## config.mk

```make
export PLATFORM = sky130hd
export DESIGN_NAME = frame_scan_controller_flat
export DESIGN_NICKNAME = d
export VERILOG_FILES = /design/src/rtl/frame_scan_controller_if.sv /design/src/rtl/frame_scan_controller.sv /design/src/flat_wrapper.sv
export SDC_FILE = /design/constraint.sdc
export NUM_CORES = 1
export LEC_CHECK = 0
export CAP_MARGIN = 10
export CORE_AREA = 2 2 74 76
export DETAILED_ROUTE_END_ITERATION = 12
export DIE_AREA = 0 0 76 78
export PLACE_DENSITY = 0.6
export SLEW_MARGIN = 20
export SYNTH_ARGS = -nofsm -noshare
export SYNTH_HDL_FRONTEND = slang
export SYNTH_SLANG_ARGS = --single-unit
export TNS_END_PERCENT = 5
```

## constraint.sdc

```tcl
create_clock -name clk -period 4.4 [get_ports clk]
set_input_delay 1.32 -clock clk [delete_from_list [all_inputs] [get_ports clk]]
set_output_delay 1.32 -clock clk [all_outputs]
set_load 0.005 [all_outputs]
```

## src/rtl/frame_scan_controller_if.sv

```systemverilog
// Signal bundle between the frame scan controller and its surroundings:
// start/abort control, scan counter, frame buffer read port and Avalon-ST source.
interface frame_scan_controller_if #(
    parameter int X_W    = 2,
    parameter int Y_W    = 2,
    parameter int ADDR_W = 4,
    parameter int DATA_W = 8
);
    logic              start;
    logic              abort;
    logic              busy;
    logic              done;
    logic              cnt_clear;
    logic              cnt_inc;
    logic [X_W-1:0]    cnt_x;
    logic [Y_W-1:0]    cnt_y;
    logic              cnt_finished;
    logic              rd_en;
    logic [ADDR_W-1:0] rd_addr;
    logic [DATA_W-1:0] rd_data;
    logic [DATA_W-1:0] src_data;
    logic              src_valid;
    logic              src_ready;
    logic              src_sop;
    logic              src_eop;

    modport master (
        input  start, abort, cnt_x, cnt_y, cnt_finished, rd_data, src_ready,
        output busy, done, cnt_clear, cnt_inc, rd_en, rd_addr,
               src_data, src_valid, src_sop, src_eop
    );

    modport slave (
        output start, abort, cnt_x, cnt_y, cnt_finished, rd_data, src_ready,
        input  busy, done, cnt_clear, cnt_inc, rd_en, rd_addr,
               src_data, src_valid, src_sop, src_eop
    );
endinterface

```

## src/rtl/frame_scan_controller.sv

```systemverilog
// Walks an external X/Y scan counter over one stored frame, reads each pixel from
// the frame buffer and streams it out as one Avalon-ST packet with backpressure.
module frame_scan_controller #(
    parameter int X_END  = 3,
    parameter int Y_END  = 3,
    parameter int X_W    = 2,
    parameter int Y_W    = 2,
    parameter int ADDR_W = 4,
    parameter int DATA_W = 8
) (
    input logic clk,
    input logic rst,
    frame_scan_controller_if.master bus
);
    if ((X_END + 1) * (Y_END + 1) > (1 << ADDR_W)) begin : g_frame_fits
        $error("frame_scan_controller: frame does not fit the read address range");
    end

    typedef enum logic [2:0] {IDLE, CLEAR, RUN, DRAIN, DONE} state_t;

    state_t            state;
    logic              busy_q;
    logic              done_q;
    logic              clear_q;

    logic              in_flight;
    logic              in_flight_sop;
    logic              in_flight_eop;
    logic [DATA_W-1:0] fifo_data [2];
    logic [1:0]        fifo_sop;
    logic [1:0]        fifo_eop;
    logic              rd_ptr;
    logic              wr_ptr;
    logic [1:0]        count;

    logic              abort_act;
    logic              valid;
    logic              pop;
    logic              push;
    logic              issue;
    logic [2:0]        occupancy;
    logic [DATA_W-1:0] head_data;
    logic              head_sop;
    logic              head_eop;
    logic [ADDR_W-1:0] scan_addr;

    // A read may go out only if the buffer can still absorb it once every
    // stored and in-flight pixel, minus the beat leaving now, is accounted for.
    always_comb begin
        abort_act = bus.abort && (state != IDLE);
        valid     = (count != 2'd0);
        pop       = valid && bus.src_ready;
        occupancy = 3'(count) + 3'(in_flight) - 3'(pop);
        issue     = (state == RUN) && !abort_act && (occupancy < 3'd2);
        push      = in_flight && !abort_act;
        head_data = fifo_data[rd_ptr];
        head_sop  = fifo_sop[rd_ptr];
        head_eop  = fifo_eop[rd_ptr];
        scan_addr = ADDR_W'(32'(bus.cnt_x) * 32'(Y_END + 1) + 32'(bus.cnt_y));
    end

    assign bus.busy      = busy_q;
    assign bus.done      = done_q;
    assign bus.cnt_clear = clear_q;
    assign bus.cnt_inc   = issue;
    assign bus.rd_en     = issue;
    assign bus.rd_addr   = issue ? scan_addr : '0;
    assign bus.src_valid = valid;
    assign bus.src_data  = valid ? head_data : '0;
    assign bus.src_sop   = valid && head_sop;
    assign bus.src_eop   = valid && head_eop;

    always_ff @(posedge clk or posedge rst) begin
        if (rst) begin
            count         <= 2'd0;
            rd_ptr        <= 1'b0;
            wr_ptr        <= 1'b0;
            fifo_sop      <= 2'b00;
            fifo_eop      <= 2'b00;
            in_flight     <= 1'b0;
            in_flight_sop <= 1'b0;
            in_flight_eop <= 1'b0;
        end else if (abort_act) begin
            count     <= 2'd0;
            rd_ptr    <= 1'b0;
            wr_ptr    <= 1'b0;
            in_flight <= 1'b0;
        end else begin
            in_flight <= issue;
            if (issue) begin
                in_flight_sop <= (bus.cnt_x == '0) && (bus.cnt_y == '0);
                in_flight_eop <= bus.cnt_finished;
            end
            if (push) begin
                fifo_sop[wr_ptr] <= in_flight_sop;
                fifo_eop[wr_ptr] <= in_flight_eop;
                wr_ptr           <= ~wr_ptr;
            end
            if (pop) begin
                rd_ptr <= ~rd_ptr;
            end
            count <= count + 2'(push) - 2'(pop);
        end
    end

    always_ff @(posedge clk) begin
        if (push) begin
            fifo_data[wr_ptr] <= bus.rd_data;
        end
    end

    // The EOP pixel is the final read, so once it is accepted the buffer is
    // empty and nothing is in flight: that beat alone ends the drain.
    always_ff @(posedge clk or posedge rst) begin
        if (rst) begin
            state   <= IDLE;
            busy_q  <= 1'b0;
            done_q  <= 1'b0;
            clear_q <= 1'b0;
        end else begin
            done_q  <= 1'b0;
            clear_q <= 1'b0;
            if (abort_act) begin
                state   <= IDLE;
                busy_q  <= 1'b0;
                clear_q <= 1'b1;
            end else begin
                case (state)
                    IDLE: begin
                        if (bus.start) begin
                            state   <= CLEAR;
                            busy_q  <= 1'b1;
                            clear_q <= 1'b1;
                        end
                    end
                    CLEAR: state <= RUN;
                    RUN: begin
                        if (issue && bus.cnt_finished) begin
                            state <= DRAIN;
                        end
                    end
                    DRAIN: begin
                        if (pop && head_eop) begin
                            state  <= DONE;
                            done_q <= 1'b1;
                        end
                    end
                    DONE: begin
                        state  <= IDLE;
                        busy_q <= 1'b0;
                    end
                    default: begin
                        state  <= IDLE;
                        busy_q <= 1'b0;
                    end
                endcase
            end
        end
    end
endmodule

```

## src/flat_wrapper.sv

```systemverilog
// flat-port wrapper written by rule: the top's interface ports become plain ports
module frame_scan_controller_flat 
#(
    parameter int X_END  = 3,
    parameter int Y_END  = 3,
    parameter int X_W    = 2,
    parameter int Y_W    = 2,
    parameter int ADDR_W = 4,
    parameter int DATA_W = 8
)
  (clk, rst, bus_start, bus_abort, bus_cnt_x, bus_cnt_y, bus_cnt_finished, bus_rd_data, bus_src_ready, bus_busy, bus_done, bus_cnt_clear, bus_cnt_inc, bus_rd_en, bus_rd_addr, bus_src_data, bus_src_valid, bus_src_sop, bus_src_eop);
  frame_scan_controller_if #(.X_W(X_W), .Y_W(Y_W), .ADDR_W(ADDR_W), .DATA_W(DATA_W)) bus_i ();
  input logic clk;
  input logic rst;
  input wire logic [$bits(bus_i.start)-1:0] bus_start;
  input wire logic [$bits(bus_i.abort)-1:0] bus_abort;
  input wire logic [$bits(bus_i.cnt_x)-1:0] bus_cnt_x;
  input wire logic [$bits(bus_i.cnt_y)-1:0] bus_cnt_y;
  input wire logic [$bits(bus_i.cnt_finished)-1:0] bus_cnt_finished;
  input wire logic [$bits(bus_i.rd_data)-1:0] bus_rd_data;
  input wire logic [$bits(bus_i.src_ready)-1:0] bus_src_ready;
  output wire logic [$bits(bus_i.busy)-1:0] bus_busy;
  output wire logic [$bits(bus_i.done)-1:0] bus_done;
  output wire logic [$bits(bus_i.cnt_clear)-1:0] bus_cnt_clear;
  output wire logic [$bits(bus_i.cnt_inc)-1:0] bus_cnt_inc;
  output wire logic [$bits(bus_i.rd_en)-1:0] bus_rd_en;
  output wire logic [$bits(bus_i.rd_addr)-1:0] bus_rd_addr;
  output wire logic [$bits(bus_i.src_data)-1:0] bus_src_data;
  output wire logic [$bits(bus_i.src_valid)-1:0] bus_src_valid;
  output wire logic [$bits(bus_i.src_sop)-1:0] bus_src_sop;
  output wire logic [$bits(bus_i.src_eop)-1:0] bus_src_eop;
  assign bus_i.start = bus_start;
  assign bus_i.abort = bus_abort;
  assign bus_i.cnt_x = bus_cnt_x;
  assign bus_i.cnt_y = bus_cnt_y;
  assign bus_i.cnt_finished = bus_cnt_finished;
  assign bus_i.rd_data = bus_rd_data;
  assign bus_i.src_ready = bus_src_ready;
  assign bus_busy = bus_i.busy;
  assign bus_done = bus_i.done;
  assign bus_cnt_clear = bus_i.cnt_clear;
  assign bus_cnt_inc = bus_i.cnt_inc;
  assign bus_rd_en = bus_i.rd_en;
  assign bus_rd_addr = bus_i.rd_addr;
  assign bus_src_data = bus_i.src_data;
  assign bus_src_valid = bus_i.src_valid;
  assign bus_src_sop = bus_i.src_sop;
  assign bus_src_eop = bus_i.src_eop;
  frame_scan_controller #(.X_END(X_END), .Y_END(Y_END), .X_W(X_W), .Y_W(Y_W), .ADDR_W(ADDR_W), .DATA_W(DATA_W)) u_core (.clk(clk), .rst(rst), .bus(bus_i));
endmodule
```

Yosys cells after proc, flatten, opt, wreduce, memory -nomap -nowiden
Memory sizes are Yosys's and may differ from the RTL's.
Index checks and enable logic that the tools add are counted.
{"block": "totals", "out_inout_bits": 20, "memories": 1, "regBits": 17, "input_bits": 18, "word_cells": 88, "mem_bits_rw": 16}
{"block": "op_classes", "n_bitwise": 3, "eq_ne": 7, "order_cmp": 4, "addsub": 5, "muxes": 32, "reduce_logical": 24}
{"name": "u_core.fifo_data", "depth": 2, "word_bits": 8, "read_ports": 1, "rd_clocked_by_memory_dff": 0, "wr": 1, "line": "frame_scan_controller.sv:29", "source": "logic [DATA_W-1:0] fifo_data [2];"}
{"operator": "$mux W1", "n": 20}
{"operator": "$mux W3", "n": 4}
{"operator": "$pmux W3 S4", "n": 1}
{"operator": "$logic_and A1 B1 Y1", "n": 11}
{"operator": "$mux W8", "n": 1}
{"operator": "$eq A3 B2 Y1 const B", "n": 2}
{"operator": "$ne A3 B2 Y1 const B", "n": 2}
{"operator": "$reduce_and A2 Y1", "n": 3}
{"operator": "$reduce_bool A2 Y1", "n": 3}
{"operator": "$add A4 B2 Y4", "n": 1}
{"operator": "$bwmux W2", "n": 2}
{"operator": "$logic_not A2 Y1", "n": 2}
{"operator": "$lt A1 B2 Y1 const B", "n": 2}
{"operator": "$mux W4", "n": 1}
{"operator": "$add A2 B1 Y3", "n": 1}
{"operator": "$eq A3 B1 Y1 const B", "n": 1}
{"operator": "$logic_not A3 Y1", "n": 1}
{"operator": "$lt A3 B2 Y1 const B", "n": 1}
{"operator": "$ne A3 B1 Y1 const B", "n": 1}
{"operator": "$not A1 Y1", "n": 3}
{"operator": "$reduce_and A3 Y1", "n": 1}
{"operator": "$reduce_bool A3 Y1", "n": 1}
{"operator": "$reduce_or A3 Y1", "n": 1}
{"operator": "$sub A3 B1 Y3", "n": 1}
{"operator": "other kinds (8)", "n": 8}

Longest topological paths before layout
Gate-level depths: netlist of the first run.
{"block": "depth", "ltp_word": 9, "depth_mapped": 8, "depth_no_buf": 8}

Worst setup path before layout of the first run
OpenSTA, ideal clock, no wires.
{"block": "synth_timing", "path_kind": "input port to output port", "start": "in bus_src_ready", "end": "out bus_rd_en", "required_ns": 3.080, "cell_stages": 6, "path_buffers": 1, "t_arrival_ns": 2.838, "path_slack_ns": 0.242, "path_cell_list": "o21ai_0 nor2_1 fa_1 xor2_1 nor4b_1 buf_4"}
{"block": "synth_via", "elab_chain_len": 4}
{"element": "start: declaration", "line": "flat_wrapper.sv:21", "source": "input wire logic [$bits(bus_i.src_ready)-1:0] bus_src_ready;"}
{"element": "$logic_and A1 B1 Y1", "line": "frame_scan_controller.sv:52", "source": "pop = valid && bus.src_ready;"}
{"element": "$sub A3 B1 Y3", "line": "frame_scan_controller.sv:53", "source": "occupancy = 3'(count) + 3'(in_flight) - 3'(pop);"}
{"element": "$lt A3 B2 Y1", "line": "frame_scan_controller.sv:54", "source": "issue = (state == RUN) && !abort_act && (occupancy < 3'd2);"}
{"element": "$logic_and A1 B1 Y1", "line": "frame_scan_controller.sv:54"}
{"element": "end: declaration", "line": "flat_wrapper.sv:26", "source": "output wire logic [$bits(bus_i.rd_en)-1:0] bus_rd_en;"}
Every way passes these cells.

Final worst setup path of the first run
{"block": "layout_timing", "start": "in bus_src_ready", "end": "out bus_rd_addr[2]"}
{"block": "layout_via", "elab_chain_len": 5}
{"element": "$logic_and A1 B1 Y1", "line": "frame_scan_controller.sv:52"}
{"element": "$sub A3 B1 Y3", "line": "frame_scan_controller.sv:53"}
{"element": "$lt A3 B2 Y1", "line": "frame_scan_controller.sv:54"}
{"element": "$logic_and A1 B1 Y1", "line": "frame_scan_controller.sv:54"}
{"element": "$mux W4", "line": "frame_scan_controller.sv:67", "source": "assign bus.rd_addr = issue ? scan_addr : '0;"}
{"element": "end: declaration", "line": "flat_wrapper.sv:27", "source": "output wire logic [$bits(bus_i.rd_addr)-1:0] bus_rd_addr;"}
Every way passes these cells.

==> results of run 1 <==
-- where the power goes --
part / internal [uW] / switching (uW)
Clock: 109 / 99.2
Sequential: 375 / 72.1
Combinational: 232 / 162
-- cell usage after synthesis --
master | count | area (sq um)
dfrtp_1 | 17 | 425
edfxtp_1 | 16 | 480
nor2_1 | 14 | 52.6
mux2i_1 | 10 | 100
inv_1 | 6 | 22.5
mux2_2 | 6 | 67.6
and2_1 | 5 | 31.3
and2_2 | 4 | 30.0
nand2_1 | 4 | 15.0
buf_4 | 3 | 22.5
o21ai_0 | 3 | 15.0
xnor2_1 | 3 | 26.3
xor2_1 | 3 | 26.3
and4_1 | 2 | 17.5
ha_1 | 2 | 25.0
a21oi_1 | 1 | 5.00
a221o_2 | 1 | 11.3
a31oi_1 | 1 | 6.26
and3_1 | 1 | 6.26
buf_2 | 1 | 5.00
clkbuf_1 | 1 | 3.75
fa_1 | 1 | 20.0
nand2b_1 | 1 | 6.26
nand3b_1 | 1 | 7.51
nor2_2 | 1 | 6.26
nor3_1 | 1 | 5.00
nor4_1 | 1 | 6.26
nor4b_1 | 1 | 8.76
nor4b_4 | 1 | 23.8
o2111a_1 | 1 | 11.3
o31ai_4 | 1 | 21.3
-- final cells by class --
class,count,area share [%]
Clock buffer,6,3.46
Timing Repair Buffer,45,19.5
Inverter,6,1.07
Multi-Input combinational cell,70,28.1
Sequential cell,33,43.2
Tap cell,70,4.18
Clock inverter,2,0.477
-- metrics by stage --
stage / hold WS [ns] / area, sq um / total power, uW / cells
floorplan: 0.479 / 1510 / 643 / 114
global placement: 0.489 / 1970 / 806 / 220
detailed placement: 0.496 / 1970 / 814 / 220
CTS: 0.512 / 2070 / 1050 / 230
global route: 0.537 / 2100 / 1130 / 232
finish: 0.510 / 2100 / 1050 / 232
-- registers in the layout (all words and copies together), names as in the netlist, 2 cells and up --
| name | count |
|---|---|
| u_core.state | 3 |
| u_core.fifo_sop | 2 |
| u_core.fifo_eop | 2 |
| u_core.count | 2 |
| u_core.fifo_data | 16 |
-- timing repair --
action	in CTS	in global routing
endpoints found under the setup margin	6	4
pin swaps	9	3
setup buffers	3	3
gates resized for setup	31	3
-- metal layers --
| metal | track usage [%] | vias to the layer above | share of wire (%) |
|---|---|---|---|
| met4 | 2.55 | 0 | 0.27 |
| met2 | 18.8 | 28 | 52 |
| met3 | 4.65 | 2 | 5.7 |
| met1 | 12.8 | 474 | 42 |
| li1 | - | 487 | - |
| met5 | 0 | - | 0 |
-- cells by family (layout without fill, tap and decap cells) --
kind of cell,after synthesis,in the layout,share of synthesized area (%)
AOI/OAI and AO/OA,8,8,4.64
and+or+nand+nor,37,37,14.3
adders and majority gates,3,3,2.98
xor gates and xnor gates,6,6,3.48
muxes,16,16,11.1
buffers and inverters,11,59,3.56
DFF,33,33,59.9
-- path summary, 6_finish.rpt --
path | startpoint | endpoint | slack [ns]
worst max-delay path | bus_src_ready | bus_rd_addr[2] | 0.10
worst min-delay path | u_core.fifo_sop[0] | u_core.fifo_sop[0] | 0.51
worst max register to register | u_core.count[1] | u_core.in_flight_sop | 1.90
worst min register to register | u_core.fifo_sop[0] | u_core.fifo_sop[0] | 0.51
max in group asynchronous | rst | u_core.rd_ptr | 2.51
min in group asynchronous | rst | u_core.bus.cnt_clear | 1.45
-- worst max-delay path: stages --
cell	delay [ns]
buf_2	0.11
o21ai_1	0.09
nor2_1	0.09
fa_2	0.60
nand2_4	0.07
nor4b_4	0.24
buf_4	0.15
buf_4	0.09
and2_4	0.11
buf_2	0.10
==> results.sh, run 1 <==
export IMPL_run_status="complete, no violations"
export IMPL_grt_overflow=0
export IMPL_fillers=492
export IMPL_avgViaCountPerCell=4.27
export IMPL_critPathRequiredTime_ns=3.08
export IMPL_cts_max_path_buffers=2
export IMPL_clkTransAtPathRegs_ns=0.06
export IMPL_max_freq_mhz=233
export IMPL_ir_drop_mv=0.169
export IMPL_synth_area_per_cell_sq_um=13.3
export IMPL_hold_class="register to register"
export IMPL_ys_types=31
export IMPL_fp_dieW_um=76
export IMPL_synthesis_nets=135
export IMPL_pin_count=38
export IMPL_wl_per_cell_um=12.8
export IMPL_fin_skew_ns=0.00689
export IMPL_cts_inserted_buffers=5
export IMPL_startpoint_type="primary input"
export IMPL_grt_pass1_vias=1074
export IMPL_drtPass1Iterations=4
export IMPL_setup_viol=0
export IMPL_cts_sinks=33
export IMPL_worst_slack_ns=0.103
export IMPL_r2r_cells=9
export IMPL_antenna_found_initial=0
export IMPL_num_rows=26
export IMPL_insertedDiodeCount=0
export IMPL_root_buffer="clkbuf_8"
export IMPL_layout_commonest_cell="clkdlybuf4s50_1"
export IMPL_synth_area_sq_um=1510
export IMPL_hold_violations=0
export IMPL_seq_area_sq_um=906
export IMPL_fin_crit_ns=4.30
export IMPL_worstPathArrival_ns=2.98
export IMPL_grt_usage_pct=10.9
export IMPL_hold_buffers=0
export IMPL_grt_max_degree=18
export IMPL_core_sq_um=5040
export IMPL_p_leak_uw=0.000896
export IMPL_totalWireLength_um=2960
export IMPL_grt_pass1_wl_um=5130
export IMPL_cp_end_kind="output pin"
export IMPL_cp_max_fo=2
export IMPL_multi_input_area_sq_um=589
export IMPL_ys_seq_elements=33
export IMPL_tns_ns=0
export IMPL_ant_nets=0
export IMPL_insertion_delay_ns=0.27
export IMPL_fin_util_pct=41.6
export IMPL_die_area_sq_um=5930
export IMPL_h_tree_depth=2
export IMPL_p_per_area_nw_per_um2=501
export IMPL_syn_to_final_growth_pct=38.7
export IMPL_drt_iter0_drc=37
export IMPL_vias=991
export IMPL_cts_tree="built"
export IMPL_portBuffers=37
export IMPL_cap_violations=0
export IMPL_slew_headroom_pct=45.8
export IMPL_die_y_um=78
export IMPL_drc_errors=0
export IMPL_report_final_slew_viol_count=0
export IMPL_hpwl_um=2170
export IMPL_critical_path_class="primary input to output pin"
export IMPL_ys_warn_count=0
export IMPL_layout_drive_gt1_share_pct=23.5
export IMPL_synth_cells=114
export IMPL_start_util_pct=30.0
export IMPL_ys_seq_area_share_pct=59.9
export IMPL_worst_slew_pin_slew_ns=0.809
export IMPL_gp_congestion=0.740
export IMPL_dp_slack_ns=-0.601
export IMPL_mostFrequentLayoutCells="30 x clkdlybuf4s50_1, 17 x dfrtp_1, 16 x edfxtp_1"
export IMPL_finalCritPeriodShare_pct=97.7
export IMPL_hold_depth=1
export IMPL_final_nets=182
No activity file was read; power rests on OpenSTA's default activity.
==> run 2, diff against run 1 <==
--- a/config.mk
+++ b/config.mk
@@ -5,7 +5,7 @@
 export SDC_FILE = /design/constraint.sdc
 export NUM_CORES = 1
 export LEC_CHECK = 0
-export CAP_MARGIN = 10
+export CAP_MARGIN = 25
 export CORE_AREA = 2 2 74 76
 export DETAILED_ROUTE_END_ITERATION = 12
 export DIE_AREA = 0 0 76 78
==> results of run 2 <==
Same layout as run 1: the final DEF is identical, and so are final timing and power.
==> run 3, diff against run 2 <==
--- a/config.mk
+++ b/config.mk
@@ -6,10 +6,10 @@
 export NUM_CORES = 1
 export LEC_CHECK = 0
 export CAP_MARGIN = 25
-export CORE_AREA = 2 2 74 76
+export CORE_AREA = 2 2 60 62
 export DETAILED_ROUTE_END_ITERATION = 12
-export DIE_AREA = 0 0 76 78
-export PLACE_DENSITY = 0.6
+export DIE_AREA = 0 0 62 64
+export PLACE_DENSITY = 0.82
 export SLEW_MARGIN = 20
 export SYNTH_ARGS = -nofsm -noshare
 export SYNTH_HDL_FRONTEND = slang
==> run 3 against run 2 <==
Combinational power down 5.1%. Sequential share of layout area up 1.2 points. Utilization up 21 points. Non-clock buffer count down 2. Hold slack better by 0.016 ns. Global-route usage up 5.3 points. Routed wire length down 6.1%. Via count up 1.2%. Cell count down 11%. Power down 1.2%. Register-to-register slack better by 0.07 ns. Critical path type unchanged. Largest power group unchanged.
==> results.sh, run 3 (synthesis results as in run 1) <==
export IMPL_run_status="complete, no violations"
export IMPL_hold_class="register to register"
export IMPL_die_y_um=64
export IMPL_timing_hold_ws_ns=0.527
export IMPL_gp_congestion=0.732
export IMPL_crit_slowest_cell="fa_2"
export IMPL_cp_max_fo=4
export IMPL_insertedDiodeCount=0
export IMPL_cts_inserted_buffers=5
export IMPL_grt_usage_pct=16.3
export IMPL_largest_reg_flops=16
export IMPL_start_util_pct=46.0
export IMPL_portBuffers=37
export IMPL_vias=1003
export IMPL_layout_commonest_cell="clkdlybuf4s50_1"
export IMPL_r2r_slack_ns=1.97
export IMPL_fin_skew_ns=0.00991
export IMPL_hold_violations=0
export IMPL_drt_iter0_drc=11
export IMPL_mostFrequentLayoutCells="30 x clkdlybuf4s50_1, 17 x dfrtp_1, 16 x edfxtp_1"
export IMPL_crit_chain="buf_2 > xor2_1 > nand2_1 > fa_2 > nand2_2 > nor4b_4 > buf_4 > buf_6 > and2_2 > buf_2"
export IMPL_core_sq_um=3280
export IMPL_fillers=268
export IMPL_pin_count=38
export IMPL_stdcell_count=206
export IMPL_reg_top3="u_core.fifo_data: 16 flops, u_core.state: 3 flops"
export IMPL_critical_path_class="primary input to output pin"
export IMPL_insertion_delay_ns=0.33
export IMPL_cap_violations=0
export IMPL_clkTransAtPathRegs_ns=0.09
export IMPL_r2r_end="u_core.in_flight_eop"
export IMPL_dp_slack_ns=-0.643
export IMPL_setup_worst_path_start="bus_src_ready"
export IMPL_hpwl_um=2070
export IMPL_ant_nets=0
export IMPL_endpoint="bus_rd_addr[0]"
export IMPL_grt_pass1_vias=1029
export IMPL_cpPeakStageDelay_ns=0.55
export IMPL_seq_area_sq_um=906
export IMPL_report_final_slew_viol_count=0
export IMPL_p_per_area_nw_per_um2=508
export IMPL_die_area_sq_um=3970
export IMPL_drc_errors=0
export IMPL_multi_input_area_sq_um=578
export IMPL_finalCritPeriodShare_pct=97.6
export IMPL_cp_top_family="adder cells"
export IMPL_layout_drive_gt1_share_pct=21.9
export IMPL_antenna_found_initial=0
export IMPL_slew_headroom_pct=53.6
export IMPL_path_buf_inv=4
export IMPL_crit_top_cell="buf_2"
export IMPL_dp_cells=196
export IMPL_fp_dieW_um=62
export IMPL_syn_to_final_growth_pct=35.1
export IMPL_worstPathArrival_ns=2.98
export IMPL_grt_pass1_wl_um=4690
export IMPL_root_buffer="clkbuf_4"
export IMPL_fin_util_pct=62.2
export IMPL_worst_slack_ns=0.104
export IMPL_drtPass1Iterations=4
export IMPL_avgViaCountPerCell=4.87
export IMPL_worst_slew_pin_slew_ns=0.694
export IMPL_critPathRequiredTime_ns=3.08
export IMPL_grt_overflow=0
export IMPL_top_register="u_core.fifo_data"
export IMPL_cts_tree="built"
export IMPL_max_freq_mhz=233
export IMPL_worst_path_stages=10
export IMPL_cts_max_path_buffers=2
export IMPL_final_nets=180
export IMPL_fin_crit_ns=4.30
export IMPL_wl_per_cell_um=13.5
export IMPL_hold_buffers=0
export IMPL_grt_max_degree=18
export IMPL_num_rows=21
export IMPL_totalWireLength_um=2780
export IMPL_ir_drop_mv=0.244
export IMPL_setup_viol=0
export IMPL_r2r_cells=9
export IMPL_cp_end_kind="output pin"
export IMPL_reg2reg_from="u_core.count[1]"
export IMPL_cts_sinks=33
export IMPL_h_tree_depth=2
export IMPL_startpoint_type="primary input"
export IMPL_p_leak_uw=0.000870
==> run 3: cell count changes in the layout (fill, tap and decap cells not counted), sizes merged <==
cell,change
buf,-3
clkdlybuf4s15,+1
clkinv,-1
bufinv,+1
==> run 3: repair_timing <==
action	4_1_cts	5_1_grt
gates resized for setup	27	4
pin swaps	5	3
endpoints found under the setup margin	6	4
buffers inserted	2	0
==> run 3: worst min path at each step <==
stage,start,end,slack [ns],depth (start not counted)
6_report,u_core.fifo_sop[0],u_core.fifo_sop[0],0.53,1
5_1_grt,u_core.fifo_eop[0],u_core.fifo_eop[0],0.55,1
4_1_cts,u_core.fifo_sop[0],u_core.fifo_sop[0],0.53,1
3_5_place_dp,u_core.fifo_eop[1],u_core.fifo_eop[1],0.50,1
3_3_place_gp,u_core.fifo_sop[0],u_core.fifo_sop[0],0.49,1
2_1_floorplan,u_core.fifo_eop[0],u_core.fifo_eop[0],0.48,1
==> run 3: area by class of cell <==
class                           count  area share, %
Clock buffer                        6           2.02
Clock inverter                      2           1.65
Inverter                            6           1.10
Multi-Input combinational cell     70           28.3
Sequential cell                    33           44.4
Tap cell                           46           2.82
Timing Repair Buffer               43           19.7
==> run 3: metal layers <==
| metal | track usage [%] | routed length, um | up-vias |
|---|---|---|---|
| li1 | - | - | 492 |
| met1 | 20.7 | 1180 | 479 |
| met2 | 25.5 | 1430 | 25 |
| met3 | 4.05 | 106 | 7 |
| met4 | 7.45 | 63 | 0 |
| met5 | 0 | 0 | - |
==> run 3: metrics by stage <==
step           area (sq um)  total power (uW)  TNS [ns]
4_1_cts                2030              1040         0
2_1_floorplan          1510               643         0
5_1_grt                2040              1100  -0.00351
3_5_place_dp           1940               808     -3.62
3_3_place_gp           1940               792     -3.38
6_report               2040              1040         0
==> run 3: power breakdown <==
part | switching, uW | total, uW | internal (uW)
Combinational | 151 | 374 | 223
Clock | 98.1 | 216 | 118
Sequential | 71.7 | 446 | 374
Total | 321 | 1040 | 716
